[src/rtl/pwm_pkg.sv]
// rtl/pwm_pkg.sv - shared state encoding and default sizing for the PWM duty scheduler
package pwm_pkg;

    localparam int DEF_DUTY_W = 10;
    localparam int DEF_STEP   = 8;

    typedef enum logic [1:0] {
        ST_OFF  = 2'd0,
        ST_IDLE = 2'd1,
        ST_RAMP = 2'd2
    } pwm_state_t;

endpackage

[src/rtl/duty_slew.sv]
// rtl/duty_slew.sv - combinational slew limiter: moves cur toward tgt by at most STEP
module duty_slew
    import pwm_pkg::*;
#(
    parameter int DUTY_W = DEF_DUTY_W,
    parameter int STEP   = DEF_STEP
) (
    input  logic [DUTY_W-1:0] cur,
    input  logic [DUTY_W-1:0] tgt,
    output logic [DUTY_W-1:0] next
);

    localparam logic [DUTY_W:0] STEP_X = (DUTY_W+1)'(STEP);
    localparam logic [DUTY_W:0] MAX_X  = {1'b0, {DUTY_W{1'b1}}};

    logic [DUTY_W:0] cur_x;
    logic [DUTY_W:0] tgt_x;
    logic [DUTY_W:0] diff;
    logic [DUTY_W:0] up;
    logic [DUTY_W:0] dn;
    logic            rising;

    // One guard bit: up saturates at full scale, dn's sign bit flags a would-be wrap below zero.
    always_comb begin
        cur_x  = {1'b0, cur};
        tgt_x  = {1'b0, tgt};
        rising = (tgt_x >= cur_x);
        diff   = rising ? (tgt_x - cur_x) : (cur_x - tgt_x);
        up     = cur_x + STEP_X;
        dn     = cur_x - STEP_X;
        next   = tgt;
        if (diff > STEP_X) begin
            if (rising) begin
                next = (up > MAX_X) ? MAX_X[DUTY_W-1:0] : up[DUTY_W-1:0];
            end else begin
                next = dn[DUTY_W] ? '0 : dn[DUTY_W-1:0];
            end
        end
    end

endmodule

[src/rtl/pwm_duty_sched.sv]
// rtl/pwm_duty_sched.sv - two-requester duty arbiter with per-frame slew-limited duty update
module pwm_duty_sched
    import pwm_pkg::*;
#(
    parameter int DUTY_W = DEF_DUTY_W,
    parameter int STEP   = DEF_STEP
) (
    input  logic              clk,
    input  logic              rst,
    input  logic              en,
    input  logic              req_a,
    input  logic [DUTY_W-1:0] duty_a,
    input  logic              req_b,
    input  logic [DUTY_W-1:0] duty_b,
    output logic              ack_a,
    output logic              ack_b,
    output logic [DUTY_W-1:0] duty,
    output logic              frame_sync,
    output logic              busy
);

    logic [DUTY_W-1:0] frame_cnt;
    logic [DUTY_W-1:0] target;
    logic [DUTY_W-1:0] target_nxt;
    logic [DUTY_W-1:0] duty_nxt;
    logic [DUTY_W-1:0] slew_duty;
    logic              gnt_a;
    logic              gnt_b;
    logic              settled;
    pwm_state_t        state;
    pwm_state_t        state_nxt;

    assign frame_sync = (frame_cnt == {DUTY_W{1'b1}});

    assign gnt_b = en & req_b;
    assign gnt_a = en & req_a & ~req_b;

    duty_slew #(
        .DUTY_W (DUTY_W),
        .STEP   (STEP)
    ) u_slew (
        .cur  (duty),
        .tgt  (target),
        .next (slew_duty)
    );

    always_comb begin
        target_nxt = target;
        if (!en) begin
            target_nxt = '0;
        end else if (gnt_b) begin
            target_nxt = duty_b;
        end else if (gnt_a) begin
            target_nxt = duty_a;
        end
    end

    // Slew sees the registered target, so a grant on a frame edge only counts from the next frame.
    assign duty_nxt = frame_sync ? slew_duty : duty;
    assign settled  = (duty_nxt == target_nxt);

    always_comb begin
        state_nxt = state;
        case (state)
            ST_OFF: begin
                if (en) begin
                    state_nxt = settled ? ST_IDLE : ST_RAMP;
                end
            end
            default: begin
                if (!en && (duty == '0)) begin
                    state_nxt = ST_OFF;
                end else begin
                    state_nxt = settled ? ST_IDLE : ST_RAMP;
                end
            end
        endcase
    end

    always_ff @(posedge clk) begin
        if (rst) begin
            frame_cnt <= '0;
            duty      <= '0;
            target    <= '0;
            ack_a     <= 1'b0;
            ack_b     <= 1'b0;
            state     <= en ? ST_IDLE : ST_OFF;
        end else begin
            frame_cnt <= frame_cnt + 1'b1;
            duty      <= duty_nxt;
            target    <= target_nxt;
            ack_a     <= gnt_a;
            ack_b     <= gnt_b;
            state     <= state_nxt;
        end
    end

    assign busy = (state == ST_RAMP);

endmodule

[config.mk]
export PLATFORM = sky130hd
export DESIGN_NAME = pwm_duty_sched
export DESIGN_NICKNAME = d
export VERILOG_FILES = /design/src/rtl/pwm_pkg.sv /design/src/rtl/duty_slew.sv /design/src/rtl/pwm_duty_sched.sv
export SDC_FILE = /design/constraint.sdc
export NUM_CORES = 1
export LEC_CHECK = 0
export CAP_MARGIN = 40
export CORE_MARGIN = 2
export CORE_UTILIZATION = 51
export DETAILED_ROUTE_END_ITERATION = 8
export GPL_TIMING_DRIVEN = 0
export PLACE_DENSITY_LB_ADDON = 0.08
export RECOVER_POWER = 50
export SETUP_SLACK_MARGIN = 0.5
export SYNTH_ARGS = -nofsm -noshare
export SYNTH_HDL_FRONTEND = slang
export SYNTH_HIERARCHICAL = 1
export SYNTH_SLANG_ARGS = --single-unit
[constraint.sdc]
create_clock -name clk -period 3.9 [get_ports clk]
set_clock_uncertainty 0.05 [all_clocks]
set_input_delay 0.39 -clock clk [delete_from_list [all_inputs] [get_ports clk]]
set_output_delay 0.39 -clock clk [all_outputs]
set_load 0.005 [all_outputs]
---- After elaboration in Yosys (flattened, before gate mapping) ----
Index checks and enable logic that the tools add are counted.
W data, S select, Z words.
word-level totals
  logic and storage cells ................. 41
  bits in registers ....................... 34
operators by class
  $add $sub $neg .......................... 5
  reduce and logical (&&, ||, !) cells .... 4
  $lt $le $gt $ge ......................... 3
  bitwise operators ....................... 4
  mux-type cells .......................... 15
  eq/ne operators ......................... 4
operators by type and width
  cell                     number
  $mux W10                 8
  $sub A10 B10 Y11         2
  $add A10 B4 Y11 const B  1
  $gt A11 B10 Y1 const B   1
  $gt A11 B4 Y1 const B    1
  $mux W11                 1
  $sub A10 B4 Y11 const B  1
  $add A10 B1 Y10 const B  1
  $eq A10 B10 Y1           1
  $eq A10 B10 Y1 const B   1
  $ge A10 B10 Y1           1
  $logic_not A10 Y1        1
  $mux W2                  5
  $and A1 B1 Y1            3
  $ne A3 B3 Y1 const B     1
  $eq A2 B2 Y1 const B     1
  $logic_not A2 Y1         1
  $logic_and A1 B1 Y1      1
  $logic_not A1 Y1         1
  $mux W1                  1
  $not A1 Y1               1

---- Longest topological paths before layout ----
  word-level depth ........................ 11
  depth in mapped cells ................... 17
  gate-level depth less buffers ........... 15

---- Hierarchy ----
The synthesis kept the hierarchy.
modules (own cells, without submodules)
  module          instances  cells an instance  area an instance (um^2)
  pwm_duty_sched  1          175                1632.8
  duty_slew       1          221                1594.0

---- Worst setup path before layout ----
OpenSTA, ideal clock, no wires.
  path type ............................... register to register
  start ................................... reg duty[3]
  end ..................................... reg state[0] (data pin)
  stages on the path, launching flop included .. 16
  clock period less this slack ............ 4.238 ns
  data arrival time ....................... 3.931 ns
  library setup time ...................... 0.257 ns
  path buffers ............................ 1
  path slack .............................. -0.338 ns
  cell sequence ........................... dfxtp_1 > clkbuf_1 > inv_1 > ha_1 > nand3_1 > o31ai_2 > or4b_1 > o31ai_1 > a31oi_4 > xnor2_1 > o32ai_4 > mux2_4 > mux2i_1 > xor2_1 > nor4_4 > a32o_1
on the way
  word-level cells in the longest chain between the ends .. 11
  elaborated cells on any way between the ends .. 21
  classes of those cells .................. add/sub: 4; order compare: 3; eq/ne: 1; mux: 11; reduce/logical: 2
RTL lines
  item                               RTL line                                    RTL
  from (decl)                        pwm_duty_sched.sv:17                        output logic [DUTY_W-1:0] duty,
  from (signal assigned)             pwm_duty_sched.sv:90                        duty <= duty_nxt;
  $add A10 B4 Y11                    duty_slew.sv:29                             up = cur_x + STEP_X;
  $gt A11 B10 Y1                     duty_slew.sv:34                             next = (up > MAX_X) ? MAX_X[DUTY_W-1:0] : up[DUTY_W-1:0];
  $mux W10                           duty_slew.sv:34
  $mux W10                           duty_slew.sv:33                             if (rising) begin
  $mux W10 *                         duty_slew.sv:32                             if (diff > STEP_X) begin
  via slew_duty[8]                   pwm_duty_sched.sv:26                        logic [DUTY_W-1:0] slew_duty;
  $mux W10 *                         pwm_duty_sched.sv:59                        assign duty_nxt = frame_sync ? slew_duty : duty;
  $eq A10 B10 Y1 *                   pwm_duty_sched.sv:60                        assign settled = (duty_nxt == target_nxt);
  $mux W2 *                          pwm_duty_sched.sv:67, pwm_duty_sched.sv:74
  $mux W2, on equally long branches  pwm_duty_sched.sv:71, pwm_duty_sched.sv:66
  $mux W2 *                          pwm_duty_sched.sv:64                        case (state)
  $mux W2 *                          pwm_duty_sched.sv:81                        if (rst) begin
  to (signal assigned)               pwm_duty_sched.sv:87                        state <= en ? ST_IDLE : ST_OFF;
  to (signal assigned)               pwm_duty_sched.sv:94                        state <= state_nxt;
  to (decl)                          pwm_duty_sched.sv:30                        pwm_state_t state;
Mark *: on every way through the listed nets, which the timed path passes. The rest lies on a longest branch. The select of a mux whose other input is x is not followed.
A chain may end at the register's enable or synchronous reset.

---- Final worst setup path ----
  start ................................... reg target[3]
  end ..................................... reg state[0] (data pin)
on the way
  word-level cells in the longest chain between the ends .. 10
  elaborated cells on any way between the ends .. 17
  classes of those cells .................. add/sub: 2; order compare: 2; eq/ne: 1; mux: 12
RTL lines
  item                                                       RTL line                                    RTL
  from (decl)                                                pwm_duty_sched.sv:23                        logic [DUTY_W-1:0] target;
  from (signal assigned)                                     pwm_duty_sched.sv:91                        target <= target_nxt;
  $sub A10 B10 Y11 / $ge A10 B10 Y1 (equally long branches)  duty_slew.sv:28, duty_slew.sv:27
  $mux W11                                                   duty_slew.sv:28                             diff = rising ? (tgt_x - cur_x) : (cur_x - tgt_x);
  $gt A11 B4 Y1                                              duty_slew.sv:32
  $mux W10 *                                                 duty_slew.sv:32
  via slew_duty[3]                                           pwm_duty_sched.sv:26
  $mux W10 *                                                 pwm_duty_sched.sv:59
  $eq A10 B10 Y1 *                                           pwm_duty_sched.sv:60
  $mux W2 *                                                  pwm_duty_sched.sv:67, pwm_duty_sched.sv:74
  $mux W2, on equally long branches                          pwm_duty_sched.sv:71, pwm_duty_sched.sv:66
  $mux W2 *                                                  pwm_duty_sched.sv:64
  $mux W2 *                                                  pwm_duty_sched.sv:81
Marked as above.

==> results.py <==
metrics = {
    "timing": {
        "drv_slew": 0,
        "setup_ws_ps": -174,
        "period_minus_slack_ps": 4070,
        "period_share_pct": 104,
        "setup_viol": 2,
        "worst_pin_slew_ps": 918,
        "grt_setup_unrepaired": "yes",
        "max_freq_mhz": 245,
        "slew_headroom_pct": 38.6,
        "hold_violations": 0,
    },
    "synthesis": {
        "synth_ff_type": "dfxtp_1",
        "syn_nets": 445,
        "synth.top_cell.area_share_pct": 19.9,
        "synth_compound_area_share_pct": 22.9,
        "synthXorXnorAreaFrac_pct": 4.61,
        "seq_area_frac_synth_pct": 21.7,
        "synth_top_area_cell": "dfxtp_1",
        "synth_area_mm2": 0.00323,
        "synth_area_leaders": "dfxtp_1, ha_1, nor2_1",
        "synth_enable_flop_cells": 2,
        "synth_top_family_by_area": "simple AND/OR/NAND/NOR gates",
        "syn-mean-instance-area_um2": 8.15,
        "synth_fa_ha_area_share_pct": 9.31,
        "synth-warning-count": 6,
        "async_reset_ff_share_pct": 0,
        "synth.mux.area_fraction_pct": 10.7,
        "synth_cell_types": 72,
        "syn_inst": 396,
        "ys_ff_latch": 34,
        "yosys.area_share.simple_pct": 25.4,
    },
    "min_path": {
        "hold_depth": 1,
        "hold_end": "frame_cnt[0]$_SDFF_PP0_",
        "hp-class": "reg2reg",
        "holdCritStartpoint": "frame_cnt[0]$_SDFF_PP0_",
    },
    "critical_path": {
        "critPathLaunchType": "register",
        "cp_cell_sequence": "inv_1 -> ha_1 -> a21oi_4 -> nor2b_4 -> or4_4 -> a211oi_2 -> nand4_1 -> a221oi_4 -> buf_4 -> o32ai_4 -> buf_6 -> mux2_4 -> mux2i_4 -> xor2_1 -> nor4_4 -> a32o_1",
        "cp_top_family": "compound AO/OA/AOI/OAI gates",
        "worstSetupPathType": "reg2reg",
        "critPathCaptureType": "register",
        "max_stage_delay_ps": 480,
        "cpMaxStageDelayCell": "dfxtp_1",
        "rr_endpoint": "state[0]$_DFFE_PP_",
        "r2r_start": "target[3]$_SDFF_PP0_",
        "required_ps": 3900,
        "ff2ff_path_depth": 16,
        "cp.arrival_ps": 4070,
        "startpoint": "target[3]$_SDFF_PP0_",
        "r2r_slack_ps": -170,
        "path_buf_inv": 3,
        "path_max_fanout": 4,
    },
    "placed_design": {
        "dp_cells": 508,
        "gp_congestion": 0.936,
        "hpwl_um": 7090,
        "io_buffers": 37,
    },
    "clock_network": {
        "cts_tree": "done",
        "insertion_delay_ps": 290,
        "clockRootBuffer": "clkbuf_8",
        "cts_buffers": 5,
        "clockBufferDepth": 2,
        "htreeDepth": 2,
        "cts_sinks": 34,
        "clk_pin_slew_worst_paths_ps": 70,
    },
    "final_layout": {
        "finalNetCount": 520,
        "drive_above_1_share_pct": 30.9,
        "syn2layout_area_growth_pct": 42.8,
        "diodes": 0,
        "fin_cells": 547,
    },
    "power_and_ir_drop": {
        "ir_drop_v": 0.000249,
        "leakage_uw": 0.00177,
        "p_total_uw": 1050,
        "p_per_area_mw_per_mm2": 228,
    },
    "floorplan": {
        "rows": 28,
        "coreArea_mm2": 0.00603,
        "ios": 39,
        "dieHeight_um": 83.5,
        "fp.dieW_um": 83.5,
        "dieArea_mm2": 0.00698,
        "start_util_pct": 53.6,
    },
    "routing": {
        "postRouteAntennaNets": 0,
        "via_per_inst": 6.41,
        "first_pass_iters": 5,
        "drcViolationCount": 0,
        "wire_per_inst_um": 19.9,
        "drt_iter0_markers": 334,
        "vias": 3507,
        "wirelength_um": 10900,
    },
    "global_routing": {
        "grt_util_met2_pct": 45.2,
        "use_met3_pct": 5.54,
        "antenna_found_initial": 0,
        "grt_max_degree": 11,
        "grt-busiest-layer": "met2",
        "grt.met1_usage_pct": 41.6,
        "track_usage_pct": 29.2,
        "grt_pass1_vias": 3124,
        "overflow": 0,
        "grt_pass1_wl_um": 16400,
    },
    "outcome": {
        "violations": "negative setup slack",
        "status": "finished, violations left",
    },
    "run": {
        "maxCapViolations": 0,
    },
}
## kinds of logic after synthesis
kind of cell	count (synthesis)
AO/OA/AOI/OAI	103
XOR/XNOR	17
adder cells (fa/ha/maj)	24
buffers and inverters	43
flip-flops	34
multiplexers	29
AND/OR/NAND/NOR	146
## metrics by stage
stage | instance area, µm² | utilization, % | setup TNS (ps) | hold slack, ps | setup WS, ps
after detailed placement | 3840 | 63.7 | -990 | 399 | -526
after CTS | 4300 | 71.4 | -318 | 408 | -169
after global routing | 4610 | 76.5 | -596 | 461 | -301
final | 4610 | 76.5 | -338 | 414 | -174
after global placement | 3840 | 63.7 | -828 | 390 | -450
after floorplan | 3380 | - | -102 | 376 | -66.5
## cell type report
class / instances / area [µm²]
plain buffers: 17 / 135
multi-input cells: 320 / 2800
inverters: 26 / 114
repair buffers: 67 / 619
clock buffers: 8 / 110
well taps: 75 / 93.8
flip-flops and latches: 34 / 738
fillers: 408 / 1420
## synthesized netlist by cell type, drive strengths merged, types with 3 or more instances
cell type / instances
xor2: 11
or4: 3
buf: 4
o31ai: 10
o21ai: 25
clkbuf: 13
mux2i: 14
ha: 24
nand4: 8
xnor2: 6
dfxtp: 32
and3: 14
nand3: 18
nor4: 7
nand2: 24
inv: 26
nand2b: 5
a21oi: 22
o211ai: 7
or2: 4
nor3: 5
mux2: 15
nor2: 42
o21a: 6
nor2b: 4
a211oi: 6
a21o: 3
## power by group
part	total [µW]	switching, µW	internal [µW]
sequential	367	11.7	356
clock	311	132	178
combinational	373	194	178
## worst max path at each step
| stage | slack, ps | depth (start not counted) | endpoint |
|---|---|---|---|
| after floorplan | -70 | 16 | state[0]$_DFFE_PP_ |
| after global placement | -450 | 15 | state[0]$_DFFE_PP_ |
| after detailed placement | -530 | 14 | state[0]$_DFFE_PP_ |
| after CTS | -170 | 17 | state[1]$_SDFFCE_PP0P_ |
| after global routing | -300 | 16 | state[1]$_SDFFCE_PP0P_ |
| final | -170 | 16 | state[0]$_DFFE_PP_ |
## per-layer routing
metal | vias to the layer above | routed length (µm)
li1 | 1607 | -
met1 | 1651 | 4600
met2 | 205 | 5020
met3 | 44 | 928
met4 | 0 | 317
met5 | - | 0
## worst register-to-register path: stages, from the launching register on
cell and delay [ps]:
dfxtp_1 480, inv_1 120, ha_1 270, a21oi_4 170
nor2b_4 70, or4_4 440, a211oi_2 260, nand4_1 170
a221oi_4 330, buf_4 190, o32ai_4 80, buf_6 150
mux2_4 310, mux2i_4 170, xor2_1 260, nor4_4 80
a32o_1 260
## what timing repair did
item,in CTS,in global routing
resized for setup,47,46
hold buffers,0,0
setup endpoints to repair,12,12
pin swaps,12,17
buffers inserted,15,15
cloned,1,0
hold endpoints to repair,0,0
## sequential cells by signal (all words and copies together) (netlist names)
register and flops:
ack_a 1, ack_b 1, duty 10, frame_cnt 10
target 10, state 2
## cells in the final DEF, fill, tap and decap left out, types with 7 or more instances in the layout
cell type and instances:
nor2_1 41, clkdlybuf4s50_1 31, buf_4 28, nand2_1 24, o21ai_0 22, inv_1 21, dfxtp_1 20, a21oi_1 17
ha_1 16, nand3_1 14, and3_1 10, mux2_4 10, xor2_1 9, dfxtp_4 9, clkbuf_1 8, mux2i_1 8
clkbuf_8 8, nand4_1 7, o211ai_1 7
Note: power is estimated with default switching activity, not from simulation.
